--- src/rtl/hwag_pkg.sv ---
// ---------------------------------------------------------------------------
// hwag_pkg
// Shared types and constants for the hardware angle generator (HWAG)
// synchronisation logic.
//   hwag_sync_state_t : sequencer state encoding (3 bits, exported on the
//                       debug 'state' port)
//   HWAG_FILL_EDGES   : crank edges spent in FILL before gap search starts,
//                       enough to prime the period-capture pipeline
//   HWAG_TCNT_WIDTH   : default tooth counter width
//   HWAG_GAP_LOAD     : default tooth index loaded on the gap edge
// ---------------------------------------------------------------------------
package hwag_pkg;

  typedef enum logic [2:0] {
    IDLE      = 3'd0,
    WAIT_EDGE = 3'd1,
    FILL      = 3'd2,
    SEARCH    = 3'd3,
    CONFIRM   = 3'd4,
    SYNC      = 3'd5
  } hwag_sync_state_t;

  localparam int unsigned HWAG_FILL_EDGES = 3;
  localparam int unsigned HWAG_TCNT_WIDTH = 6;
  localparam int unsigned HWAG_GAP_LOAD   = 2;

endpackage

--- src/rtl/hwag_tooth_counter.sv ---
// ---------------------------------------------------------------------------
// hwag_tooth_counter
// Tooth index counter that wraps from tooth_top back to 0.
// Priority: clr > load > adv.
// Ports:
//   clk, rst   : clock, asynchronous active-low reset
//   clr        : synchronous clear to 0
//   load       : synchronous load of load_val
//   load_val   : value loaded when load=1
//   adv        : advance to the next tooth (nt)
//   tooth_top  : last tooth index of the wheel
//   tooth_cnt  : current tooth index
//   at_top     : tooth_cnt == tooth_top
//   nt         : next tooth index (0 after tooth_top)
// ---------------------------------------------------------------------------
module hwag_tooth_counter
  import hwag_pkg::*;
#(
  parameter int unsigned TCNT_WIDTH = HWAG_TCNT_WIDTH
) (
  input  logic                  clk,
  input  logic                  rst,
  input  logic                  clr,
  input  logic                  load,
  input  logic [TCNT_WIDTH-1:0] load_val,
  input  logic                  adv,
  input  logic [TCNT_WIDTH-1:0] tooth_top,
  output logic [TCNT_WIDTH-1:0] tooth_cnt,
  output logic                  at_top,
  output logic [TCNT_WIDTH-1:0] nt
);

  assign at_top = (tooth_cnt == tooth_top);
  assign nt     = at_top ? '0 : tooth_cnt + TCNT_WIDTH'(1);

  always_ff @(posedge clk or negedge rst) begin
    if (!rst) begin
      tooth_cnt <= '0;
    end else if (clr) begin
      tooth_cnt <= '0;
    end else if (load) begin
      tooth_cnt <= load_val;
    end else if (adv) begin
      tooth_cnt <= nt;
    end
  end

endmodule

--- src/rtl/hwag_sync_ctrl.sv ---
// ---------------------------------------------------------------------------
// hwag_sync_ctrl
// Synchronisation sequencer for the HWAG capture datapath. Walks
// IDLE -> WAIT_EDGE -> FILL -> SEARCH -> CONFIRM -> SYNC, owns the tooth
// counter and supervises loss of sync by counting consecutive gap mismatches.
// Ports:
//   clk        : clock, all state on rising edge
//   rst        : asynchronous active-low reset
//   enable     : 0 forces IDLE
//   edge_pulse : one-cycle strobe of the selected crank edge
//   pcnt_ovf   : period counter overflow (stall timeout)
//   gap_found  : gap comparator result, valid with edge_pulse
//   tooth_top  : last tooth index of the wheel (57 for 60-2)
//   pcnt_run   : period counter run enable
//   cap_ena    : period capture enable, low on the gap tooth once locked
//   hwag_start : high while in SYNC
//   tooth_cnt  : current tooth index
//   state      : encoded sequencer state (debug)
//   rev_pulse  : one-cycle pulse on the wrap edge in SYNC
//   sync_err   : one-cycle pulse per gap mismatch in SYNC
//   sync_lost  : one-cycle pulse when SYNC is abandoned
//   err_cnt    : consecutive mismatch count
// ---------------------------------------------------------------------------
module hwag_sync_ctrl
  import hwag_pkg::*;
#(
  parameter int unsigned TCNT_WIDTH  = HWAG_TCNT_WIDTH,
  parameter int unsigned GAP_LOAD    = HWAG_GAP_LOAD,
  parameter int unsigned CONFIRM_NUM = 1,
  parameter int unsigned ERR_WIDTH   = 3,
  parameter int unsigned ERR_MAX     = 3
) (
  input  logic                  clk,
  input  logic                  rst,
  input  logic                  enable,
  input  logic                  edge_pulse,
  input  logic                  pcnt_ovf,
  input  logic                  gap_found,
  input  logic [TCNT_WIDTH-1:0] tooth_top,
  output logic                  pcnt_run,
  output logic                  cap_ena,
  output logic                  hwag_start,
  output logic [TCNT_WIDTH-1:0] tooth_cnt,
  output logic [2:0]            state,
  output logic                  rev_pulse,
  output logic                  sync_err,
  output logic                  sync_lost,
  output logic [ERR_WIDTH-1:0]  err_cnt
);

  localparam int unsigned FILL_W = $clog2(HWAG_FILL_EDGES);
  localparam int unsigned CONF_W = $clog2(CONFIRM_NUM + 1);
  localparam logic [FILL_W-1:0]     FILL_LAST = FILL_W'(HWAG_FILL_EDGES - 1);
  localparam logic [CONF_W-1:0]     CONF_LAST = CONF_W'(CONFIRM_NUM);
  localparam logic [ERR_WIDTH-1:0]  ERR_LAST  = ERR_WIDTH'(ERR_MAX);
  localparam logic [TCNT_WIDTH-1:0] GAP_IDX   = TCNT_WIDTH'(GAP_LOAD);

  hwag_sync_state_t      state_q, state_d;
  logic [FILL_W-1:0]     fill_q, fill_d;
  logic [CONF_W-1:0]     conf_q, conf_d;
  logic [ERR_WIDTH-1:0]  err_d;
  logic                  run_d, rev_d, serr_d, lost_d;
  logic                  t_clr, t_load, t_adv;
  logic                  at_top;
  logic [TCNT_WIDTH-1:0] nt;
  logic                  exp_gap, gap_mismatch;

  hwag_tooth_counter #(
    .TCNT_WIDTH (TCNT_WIDTH)
  ) u_tooth (
    .clk       (clk),
    .rst       (rst),
    .clr       (t_clr),
    .load      (t_load),
    .load_val  (GAP_IDX),
    .adv       (t_adv),
    .tooth_top (tooth_top),
    .tooth_cnt (tooth_cnt),
    .at_top    (at_top),
    .nt        (nt)
  );

  // The tooth index is loaded with GAP_LOAD on the gap edge, so a correctly
  // placed gap is the edge whose advanced index lands on GAP_LOAD.
  assign exp_gap      = (nt == GAP_IDX);
  assign gap_mismatch = (gap_found != exp_gap);

  assign state      = state_q;
  assign hwag_start = (state_q == SYNC);
  // Suppress capture across the missing-tooth gap once the gap is located.
  assign cap_ena    = !(((state_q == CONFIRM) || (state_q == SYNC)) && at_top);

  always_ff @(posedge clk or negedge rst) begin
    if (!rst) begin
      state_q   <= IDLE;
      fill_q    <= '0;
      conf_q    <= '0;
      err_cnt   <= '0;
      pcnt_run  <= 1'b0;
      rev_pulse <= 1'b0;
      sync_err  <= 1'b0;
      sync_lost <= 1'b0;
    end else begin
      state_q   <= state_d;
      fill_q    <= fill_d;
      conf_q    <= conf_d;
      err_cnt   <= err_d;
      pcnt_run  <= run_d;
      rev_pulse <= rev_d;
      sync_err  <= serr_d;
      sync_lost <= lost_d;
    end
  end

  always_comb begin
    state_d = state_q;
    fill_d  = fill_q;
    conf_d  = conf_q;
    err_d   = err_cnt;
    run_d   = pcnt_run;
    rev_d   = 1'b0;
    serr_d  = 1'b0;
    lost_d  = 1'b0;
    t_clr   = 1'b0;
    t_load  = 1'b0;
    t_adv   = 1'b0;

    if (!enable) begin
      state_d = IDLE;
      run_d   = 1'b0;
      err_d   = '0;
      fill_d  = '0;
      conf_d  = '0;
      t_clr   = 1'b1;
    end else if (pcnt_ovf && (state_q inside {FILL, SEARCH, CONFIRM, SYNC})) begin
      // Wheel stalled: stop the period counter and wait for motion again.
      state_d = WAIT_EDGE;
      run_d   = 1'b0;
      err_d   = '0;
      fill_d  = '0;
      conf_d  = '0;
      t_clr   = 1'b1;
      lost_d  = (state_q == SYNC);
    end else begin
      case (state_q)
        IDLE: begin
          state_d = WAIT_EDGE;
        end
        WAIT_EDGE: begin
          if (edge_pulse) begin
            state_d = FILL;
            run_d   = 1'b1;
            fill_d  = '0;
          end
        end
        FILL: begin
          // Gap results are meaningless until the capture pipeline is primed.
          if (edge_pulse) begin
            if (fill_q == FILL_LAST) begin
              state_d = SEARCH;
              fill_d  = '0;
            end else begin
              fill_d = fill_q + FILL_W'(1);
            end
          end
        end
        SEARCH: begin
          if (edge_pulse && gap_found) begin
            state_d = CONFIRM;
            t_load  = 1'b1;
            conf_d  = '0;
          end
        end
        CONFIRM: begin
          if (edge_pulse) begin
            t_adv = 1'b1;
            if (gap_mismatch) begin
              state_d = SEARCH;
              t_clr   = 1'b1;
              conf_d  = '0;
            end else if (exp_gap) begin
              if ((conf_q + CONF_W'(1)) == CONF_LAST) begin
                state_d = SYNC;
                conf_d  = '0;
              end else begin
                conf_d = conf_q + CONF_W'(1);
              end
            end
          end
        end
        SYNC: begin
          // Flywheel: the index only advances, never reloads, so a single
          // spurious gap result cannot shift the angle reference.
          if (edge_pulse) begin
            t_adv = 1'b1;
            rev_d = at_top;
            if (gap_mismatch) begin
              serr_d = 1'b1;
              if ((err_cnt + ERR_WIDTH'(1)) == ERR_LAST) begin
                state_d = SEARCH;
                lost_d  = 1'b1;
                err_d   = '0;
                t_clr   = 1'b1;
              end else begin
                err_d = err_cnt + ERR_WIDTH'(1);
              end
            end else begin
              err_d = '0;
            end
          end
        end
        default: begin
          state_d = IDLE;
          run_d   = 1'b0;
          err_d   = '0;
          fill_d  = '0;
          conf_d  = '0;
          t_clr   = 1'b1;
        end
      endcase
    end
  end

endmodule

--- config.mk ---
export PLATFORM = sky130hd
export DESIGN_NAME = hwag_sync_ctrl
export DESIGN_NICKNAME = d
export VERILOG_FILES = /design/src/rtl/hwag_pkg.sv /design/src/rtl/hwag_tooth_counter.sv /design/src/rtl/hwag_sync_ctrl.sv
export SDC_FILE = /design/constraint.sdc
export NUM_CORES = 1
export LEC_CHECK = 0
export CORE_UTILIZATION = 40
export CTS_CLUSTER_DIAMETER = 60
export DETAILED_ROUTE_END_ITERATION = 12
export GPL_ROUTABILITY_DRIVEN = 1
export GPL_TIMING_DRIVEN = 0
export PLACE_DENSITY = 0.67
export SYNTH_ARGS = -nofsm -noshare
export SYNTH_HDL_FRONTEND = slang
export SYNTH_SLANG_ARGS = --single-unit
--- constraint.sdc ---
create_clock -name clk -period 2.6 [get_ports clk]
set_input_delay 0.39 -clock clk [delete_from_list [all_inputs] [get_ports clk]]
set_output_delay 0.39 -clock clk [all_outputs]
set_load 0.05 [all_outputs]
==> summary.txt, run 1 <==
Global routing
  • Gr usage total: 19.93%
  • Met2 Use GR: between 30% and 40%
  • Met3 usage: roughly 2.7%
  • Met1 GRT Util: a little over a quarter
  • Vias in the first global route: ~1.2k
  • Gr busiest metal: met2
  • Largest net degree at the start of global routing: 19
  • Global-route wire length before repair: around 5600 um
  • Initial antenna violation count: 0
  • Overflow left after global routing: 0

Synthesis
  • Post-synth EDFFs: 0
  • Cell taking the most area after synthesis: dfrtp_1
  • Yosys top cell area share: a little under a third
  • Ranking of synthesized cells by area: dfrtp_1 (32%), nor2_1 (4.5%), a21oi_1 (3.5%)
  • Syn Inst Count: roughly 160
  • Synthesized area per cell: roughly 8.6 um^2
  • Most common cell in the netlist: dfrtp_1
  • Ys async rst share: 100.0%
  • YS warnings: 0
  • Flops & latches, synth: 18
  • Net Count, Synth: about 180
  • Post-synth top cells: dfrtp_1 (18), nor2_1 (17), nand2_1 (13)
  • Sequential-to-total area share from yosys stat: about a third
  • Mapped cell area: roughly 1400 um^2
  • Count of cell types in the netlist: 49
  • Main synth FF type: dfrtp_1

Routing
  • Drt wl/cell: 13.98 um
  • DR DRC count: 0
  • Routed WL: between 3000 and 4000 um
  • Post-DRT Antenna Nets: 0
  • DR vias/cell: approximately 5.6
  • 1st-iter DRT viols: between 40 and 50
  • Pre-antenna DRT Iters: 5
  • Vias post-DR: about 1.4k

Clock network
  • CTS max path bufs: 2
  • Hold-fix buffers, CTS: 0
  • Post CTS Setup Buffer Count: 0
  • CTS tree: built
  • H-tree depth: 1
  • Clk sink count: 18
  • CTS root buf: clkbuf_4
  • Clk pin slew, worst setup/hold paths: ~110 ps
  • Number of gates resized after CTS: 0
  • Skew-Pair Late Insertion Delay: about 300 ps
  • Total CTS buffers: 3

Timing
  • Period minus WS final: around 2400 ps
  • Final Hold Viols: 0
  • Slew Viols, Final: 0
  • Hold_ws: 433.1 ps
  • Final setup fails: 0
  • Sum Neg Setup Slack: 0 ps
  • Actual slew at the worst max-slew pin: approximately 850 ps
  • Final period util: between 90% and 100%
  • Fmax: approximately 0.42 GHz
  • Relative slew slack: roughly 43%
  • RSZ-0062 raised after global routing: false
  • Clock Skews: roughly 3.2 ps

Floorplanning
  • I/O pins: 30
  • Floorplan row count: 21
  • Core footprint: around 3400 um^2
  • Chip width: between 60 and 70 um
  • DIE AREA: 3770 um^2
  • Die height: approximately 60 um
  • Initial Utilization: 41.96%

Worst setup path
  • Arrival @ worst endpoint: 1990 ps
  • Critical path data required time: 2210 ps
  • CP max FO: 10
  • Critical Path Source: state[1]
  • CP Launch Type: register
  • Critical Path Sink Type: output pin
  • Worst Setup Path Type: reg2out
  • Worst R2R Start: u_tooth.tooth_cnt[0]

Power
  • Logic pwr share: roughly 46%
  • Sequential share of power: between 30 and 40%
  • Int Power: about 550 uW
  • VDD IR max: roughly 0.00045 V
  • P per Cell Area: 517.2 nW/um^2
  • Switching power: around 380 uW
  • Clk pwr share: a little under a fifth
  • Sw frac: 41.02%
  • P_leak: roughly 0.0007 uW

Placed design
  • Port Buffers: 28
  • Placer Congestion: about 0.8
  • Post-DP HPWL: roughly 2600 um

Layout
  • Diode count: 0
  • Nets: ~210
  • Layout cell share with drive strength beyond 1: 13.78%
  • Area Growth Syn to Fin: 26.68%
  • Area of the multi-input gates: 877.1 um^2
  • Register area: 450.4 um^2
  • Fillers: between 300 and 400

Outcome
  • Outcome: complete, no violations

Run
  • Maxcap violations: 0

Min path
  • Worst Hold Class: in2reg
  • Hold_sp: enable
## state kept, by name (all words and copies together), names as in the netlist
name and cells:
err_cnt 3, fill_q 2, pcnt_run 1, rev_pulse 1
state 3, sync_err 1, sync_lost 1, u_tooth.tooth_cnt 6
## metrics by stage
stage | utilization (%) | area, um^2 | power [uW] | worst slack [ps] | instances
final | 53.16 | 1788 | 924.7 | 216.1 | 242
after global routing | 53.16 | 1788 | 979.9 | 127.7 | 242
after CTS | 53.09 | 1785 | 929.8 | 16.80 | 242
after detailed placement | 52.01 | 1749 | 749.8 | 28.37 | 238
after global placement | 52.01 | 1749 | 753.1 | 36.10 | 238
after floorplan | - | 1411 | 627.8 | 436.0 | 164
## cell usage in the layout (no fill, tap or decap), types with 2 or more instances in the layout
| cell | instances |
|---|---|
| nor3_1 | 5 |
| o221ai_1 | 2 |
| nand2_1 | 13 |
| clkbuf_4 | 3 |
| a211oi_1 | 3 |
| a21oi_1 | 10 |
| inv_1 | 6 |
| a32o_1 | 3 |
| nand2b_1 | 3 |
| nor2b_1 | 5 |
| o21ai_1 | 3 |
| ha_1 | 3 |
| dfrtp_1 | 18 |
| o21ai_0 | 9 |
| xnor2_2 | 2 |
| xnor2_1 | 5 |
| or3_1 | 4 |
| clkdlybuf4s50_1 | 27 |
| a31oi_1 | 4 |
| nand4_1 | 4 |
| nand3_1 | 7 |
| o2111a_1 | 3 |
| a21o_1 | 2 |
| buf_2 | 7 |
| nor2_1 | 17 |
## final cells by class
cell class	count	area share, %
multi-input combinational	129	49.06
sequential	18	25.19
timing repair buffer	28	15.82
buffer	10	3.219
tap	46	3.219
clock buffer	4	2.029
inverter	7	1.470
## worst max-delay path, cell delays in order, from the launching register on
cell	delay, ps
dfrtp_1	420
nand2b_1	150
buf_2	190
nor2_1	130
clkdlybuf4s50_1	810
## logic make-up after synthesis
family	count (synthesis)	synth area share, %
and+or+nand+nor	68	25.18
AOI/OAI and AO/OA	47	24.82
DFF	18	31.91
buffers and inverters	17	5.939
xor gates and xnor gates	9	7.979
adders and majority gates	3	2.660
muxes	2	1.507
## per-layer routing
metal / wire, um / vias up
li1: - / 664
met1: 1601 / 651
met2: 1627 / 32
met3: 96 / 9
met4: 59 / 0
met5: 0 / -
## worst paths after layout
kind | slack [ps] | end | cells after the start
min reg2reg | 490 | fill_q[0] | 1
max | 220 | hwag_start | 4
min in group asynchronous | 570 | err_cnt[2] | 1
max in group asynchronous | 1510 | state[0] | 1
max reg2reg | 390 | u_tooth.tooth_cnt[1] | 6
min | 430 | rev_pulse | 3
## power groups by stage
stage          Combinational, uW  Clock, uW  Sequential, uW
2_1_floorplan                238          0             390
3_3_place_gp                 429          0             324
3_5_place_dp                 425          0             325
4_1_cts                      427        183             320
5_1_grt                      464        192             323
6_report                     428        177             320
Power figures use the tool's default switching activity.
==> run 2: changes to the inputs <==
Settings changed: CORE_UTILIZATION 40 to 31, PLACE_DENSITY 0.67 to 0.55, SLEW_MARGIN from default to 5.
==> run 2 against run 1 <==
Against the previous run: fmax up 2.8%; total power up 6.6%; global-route usage down 4.6 points; largest power group unchanged; die area up 28%; combinational power about the same; critical path type unchanged; largest cell class unchanged; flip-flop and latch count unchanged; non-clock buffer count unchanged; register-to-register slack about the same; critical path depth unchanged; setup slack better by 65 ps; sequential share of layout area down 0.31 points; hold slack better by 51 ps; critical endpoint unchanged.
==> summary.txt, run 2 (synthesized netlist as in run 1, its figures left out) <==
Routing
  • Pre-antenna DRT Iters: 4
  • Vias post-DR: around 1.3k
  • DR DRC count: 0
  • DR vias/cell: approximately 5.3
  • Post-DRT Antenna Nets: 0
  • 1st-iter DRT viols: 96
  • Routed WL: roughly 3500 um
  • Drt wl/cell: around 14 um

Clock network
  • CTS root buf: clkbuf_8
  • Total CTS buffers: 3
  • H-tree depth: 1
  • CTS tree: built
  • CTS max path bufs: 2
  • Hold-fix buffers, CTS: 0
  • Clk sink count: 18
  • Skew-Pair Late Insertion Delay: 260 ps
  • Clk pin slew, worst setup/hold paths: approximately 70 ps

Global routing
  • Global-route wire length before repair: between 6000 and 7000 um
  • Initial antenna violation count: 0
  • Overflow left after global routing: 0
  • Largest net degree at the start of global routing: 19
  • Gr usage total: ~15%
  • Vias in the first global route: between 1k and 1.5k

Layout
  • Biggest register: u_tooth.tooth_cnt
  • Area Growth Syn to Fin: 28.28%
  • Nets: 212
  • Commonest non-fill, non-tap cells in the layout: clkdlybuf4s50_1 (27), dfrtp_1 (18), nor2_1 (17)
  • Max reg flops: 6
  • Layout cell share with drive strength beyond 1: 13.78%
  • Register area: roughly 450 um^2
  • Final Non-Filler Cells: approximately 250
  • Diode count: 0
  • Fillers: approximately 430
  • Commonest non-fill, non-tap cell in the layout: clkdlybuf4s50_1
  • Area of the multi-input gates: about 880 um^2

Worst setup path
  • Worst Setup Path Type: reg2out
  • Critical path data required time: approximately 2200 ps
  • Critical Path Sink Type: output pin
  • CP Launch Type: register
  • Arrival @ worst endpoint: about 1900 ps
  • CP max FO: 10
  • R2r worst-path depth: 6

Outcome
  • Outcome: complete, no violations

Timing
  • Actual slew at the worst max-slew pin: about 910 ps
  • Final period util: 89.17%
  • Sum Neg Setup Slack: 0 ps
  • Fmax: 0.4313 GHz
  • Final Hold Viols: 0
  • Slew Viols, Final: 0
  • Setup WS post-layout: around 280 ps
  • Clock Skews: ~3.3 ps
  • RSZ-0062 raised after global routing: false
  • Relative slew slack: a little under 40%
  • Final setup fails: 0
  • Period minus WS final: 2319 ps

Placed design
  • DP Cell Count: around 240
  • Placer Congestion: a little under 0.9
  • Post-DP HPWL: about 2600 um
  • Place WS: -3.296 ps
  • Port Buffers: 28

Floorplanning
  • Chip width: 69.48 um
  • Core footprint: 4354 um^2
  • DIE AREA: approximately 4800 um^2
  • Initial Utilization: ~32%
  • Floorplan row count: 24
  • Die height: between 60 and 70 um
  • I/O pins: 30

Run
  • Maxcap violations: 0

Power
  • P_leak: about 0.0007 uW
  • P per Cell Area: between 500 and 600 nW/um^2
  • VDD IR max: between 0.0004 and 0.0005 V

Min path
  • Worst Hold Class: reg2reg
  • Hold Path Stages: 1
[run 2: cell count changes in the layout (fill, tap and decap cells not counted)]
| cell | change |
|---|---|
| dlymetal6s2s_1 | -1 |
| clkbuf_8 | +3 |
| dlygate4sd2_1 | +1 |
| clkbuf_4 | -3 |
[run 2: metal layers]
metal  part of all wire (%)  track usage, %  up-vias  routed length [um]
met5                      0               0        -                   0
met4                   0.72           2.721        0                  25
met1                     47           19.87      630                1640
met3                    4.1           3.924        5                 144
li1                       -               -      660                   -
met2                     48           26.00       30                1671
[run 2: power by group]
group	leakage, uW	switching [uW]	internal (uW)
sequential	0.000249	19.8	301
combinational	0.000425	271	159
clock	0.0000288	99.8	135
total	0.000702	390	595
[run 2: layout make-up]
class	instances	area share, %
multi-input combinational	129	48.44
inverter	7	1.451
clock buffer	4	3.041
sequential	18	24.88
tap	52	3.594
timing repair buffer	28	15.41
buffer	10	3.179
[run 2: worst paths after layout]
path	from	endpoint	slack, ps
max	state[1]	hwag_start	280
min	fill_q[0]	fill_q[0]	480
max reg2reg	u_tooth.tooth_cnt[0]	u_tooth.tooth_cnt[1]	400
min reg2reg	fill_q[0]	fill_q[0]	480
max in group asynchronous	rst	u_tooth.tooth_cnt[5]	1410
min in group asynchronous	rst	pcnt_run	640
[run 2: repair_timing]
action | CTS | global route
endpoints found under the setup margin | 1 | 0
buffers inserted | 0 | 0
resized for setup | 1 | 0
[run 2: stage by stage]
stage / total power (uW) / instance area (um^2) / util, % / hold WS [ps]
after floorplan: 627.8 / 1411 / - / 94.41
after global placement: 750.9 / 1757 / 40.34 / 466.9
after detailed placement: 750.8 / 1757 / 40.34 / 475.2
after CTS: 992.7 / 1810 / 41.58 / 481.0
after global routing: 1047 / 1810 / 41.58 / 496.4
final: 985.5 / 1810 / 41.58 / 483.6
[run 2: critical path, cell delays in order (launching register included)]
cell and delay (ps):
dfrtp_1 410, nand2b_1 160, buf_2 180, nor2_1 100, clkdlybuf4s50_1 810
==> run 3: changes to the inputs <==
Settings changed: PLACE_DENSITY 0.55 to default, SLEW_MARGIN 5 to default.
==> run 3 against run 2 <==
Against the previous run: count of clock-buffer cells in the layout unchanged; via count increased by 0.23%; critical path depth stayed put; combinational power is essentially flat; largest power group unchanged.
==> summary.txt, run 3 (synthesized netlist as in run 1, its figures left out) <==
Outcome
  • Outcome: complete, no violations

Floorplanning
  • Core footprint: approximately 4400 um^2
  • I/O pins: 30
  • DIE AREA: ~4800 um^2
  • Initial Utilization: around a third
  • Chip width: roughly 70 um
  • Floorplan row count: 24
  • Die height: slightly below 70 um

Timing
  • Hold_ws: ~480 ps
  • Relative slew slack: between 40% and 50%
  • Slew Viols, Final: 0
  • Setup WS post-layout: 266.9 ps
  • Final period util: around nine tenths
  • Final Hold Viols: 0
  • Clock Skews: around 6 ps
  • Final setup fails: 0
  • Period minus WS final: between 2000 and 2500 ps
  • Actual slew at the worst max-slew pin: a little under 900 ps
  • RSZ-0062 raised after global routing: false
  • Fmax: 0.4286 GHz

Worst setup path
  • Arrival @ worst endpoint: approximately 1900 ps
  • Worst R2R Start: u_tooth.tooth_cnt[0]
  • Critical Path Sink Type: output pin
  • Critical path data required time: between 2000 and 2500 ps
  • CP max FO: 10
  • Worst Setup Path Type: reg2out
  • CP Launch Type: register
  • Critical Path Source: state[1]

Power
  • P per Cell Area: ~540 nW/um^2
  • P_leak: between 0.0007 and 0.0008 uW
  • VDD IR max: approximately 0.00048 V

Min path
  • Worst Hold Class: in2reg
  • Hold_sp: enable

Layout
  • Area Growth Syn to Fin: 28.28%
  • Biggest register: u_tooth.tooth_cnt
  • Fin area: 1810 um^2
  • Commonest non-fill, non-tap cells in the layout: clkdlybuf4s50_1 (27), dfrtp_1 (18), nor2_1 (17)
  • Nets: approximately 210
  • Register area: about 450 um^2
  • Commonest non-fill, non-tap cell in the layout: clkdlybuf4s50_1
  • Diode count: 0
  • Area of the multi-input gates: between 800 and 900 um^2
  • Max reg flops: 6
  • Fillers: approximately 450
  • Layout cell share with drive strength beyond 1: about 14%

Routing
  • Routed WL: between 3000 and 4000 um
  • DR DRC count: 0
  • Vias post-DR: between 1k and 1.5k
  • DR vias/cell: around 5.4
  • Pre-antenna DRT Iters: 4
  • Post-DRT Antenna Nets: 0
  • 1st-iter DRT viols: 73
  • Drt wl/cell: 13.73 um

Clock network
  • Clk pin slew, worst setup/hold paths: 70 ps
  • Clk sink count: 18
  • H-tree depth: 1
  • CTS root buf: clkbuf_8
  • Hold-fix buffers, CTS: 0
  • CTS tree: built
  • Skew-Pair Late Insertion Delay: roughly 260 ps
  • Total CTS buffers: 3
  • CTS max path bufs: 2
  • Number of gates resized after CTS: 1
  • Post CTS Setup Buffer Count: 0

Global routing
  • Largest net degree at the start of global routing: 19
  • Global-route wire length before repair: ~5500 um
  • Overflow left after global routing: 0
  • Vias in the first global route: roughly 1.2k
  • Initial antenna violation count: 0
  • Gr usage total: between 10 and 15%

Run
  • Maxcap violations: 0

Placed design
  • Dpl cell area: about 1800 um^2
  • Place WS: -5.942 ps
  • Post-DP HPWL: approximately 2500 um
  • Port Buffers: 28
  • Placer Congestion: about 0.81
[run 3: critical path, stage by stage (launching register included)]
cell and delay, ps:
dfrtp_1 400, nand2b_1 150, buf_2 190, nor2_1 120, clkdlybuf4s50_1 810
[run 3: per-layer routing]
metal / vias to the layer above / GRT usage (%) / wire length [um]
met2: 37 / 22.55 / 1589
met1: 623 / 19.54 / 1612
met5: - / 0 / 0
li1: 663 / - / -
met4: 0 / 3.401 / 22
met3: 5 / 3.634 / 179
[run 3: power by group]
group / internal [uW] / total (uW) / leakage (uW) / switching [uW]
registers: 301 / 319 / 0.000249 / 17.2
logic: 159 / 429 / 0.000425 / 270
clock network: 135 / 236 / 0.0000288 / 101
total: 595 / 984 / 0.000702 / 389
[run 3: cell type report]
type | count | share of cell area, %
Buffer | 10 | 3.179
Clock buffer | 4 | 3.041
Inverter | 7 | 1.451
Multi-Input combinational cell | 129 | 48.44
Sequential cell | 18 | 24.88
Tap cell | 52 | 3.594
Timing Repair Buffer | 28 | 15.41
[run 3: per-stage QoR]
step           total power, uW  utilization [%]  std cells  TNS, ps
2_1_floorplan            627.8                -        164        0
3_3_place_gp             747.7            40.34        244   -5.451
3_5_place_dp             749.1            40.34        244   -5.942
4_1_cts                  989.6            41.58        248        0
5_1_grt                   1039            41.58        248        0
6_report                 983.7            41.58        248        0
[run 3: final timing paths]
check	slack, ps	end	depth (start not counted)
max	270	hwag_start	4
min	480	rev_pulse	3
max reg2reg	440	u_tooth.tooth_cnt[1]	6
min reg2reg	480	fill_q[0]	1
max in group asynchronous	1440	u_tooth.tooth_cnt[5]	1
min in group asynchronous	630	err_cnt[1]	1
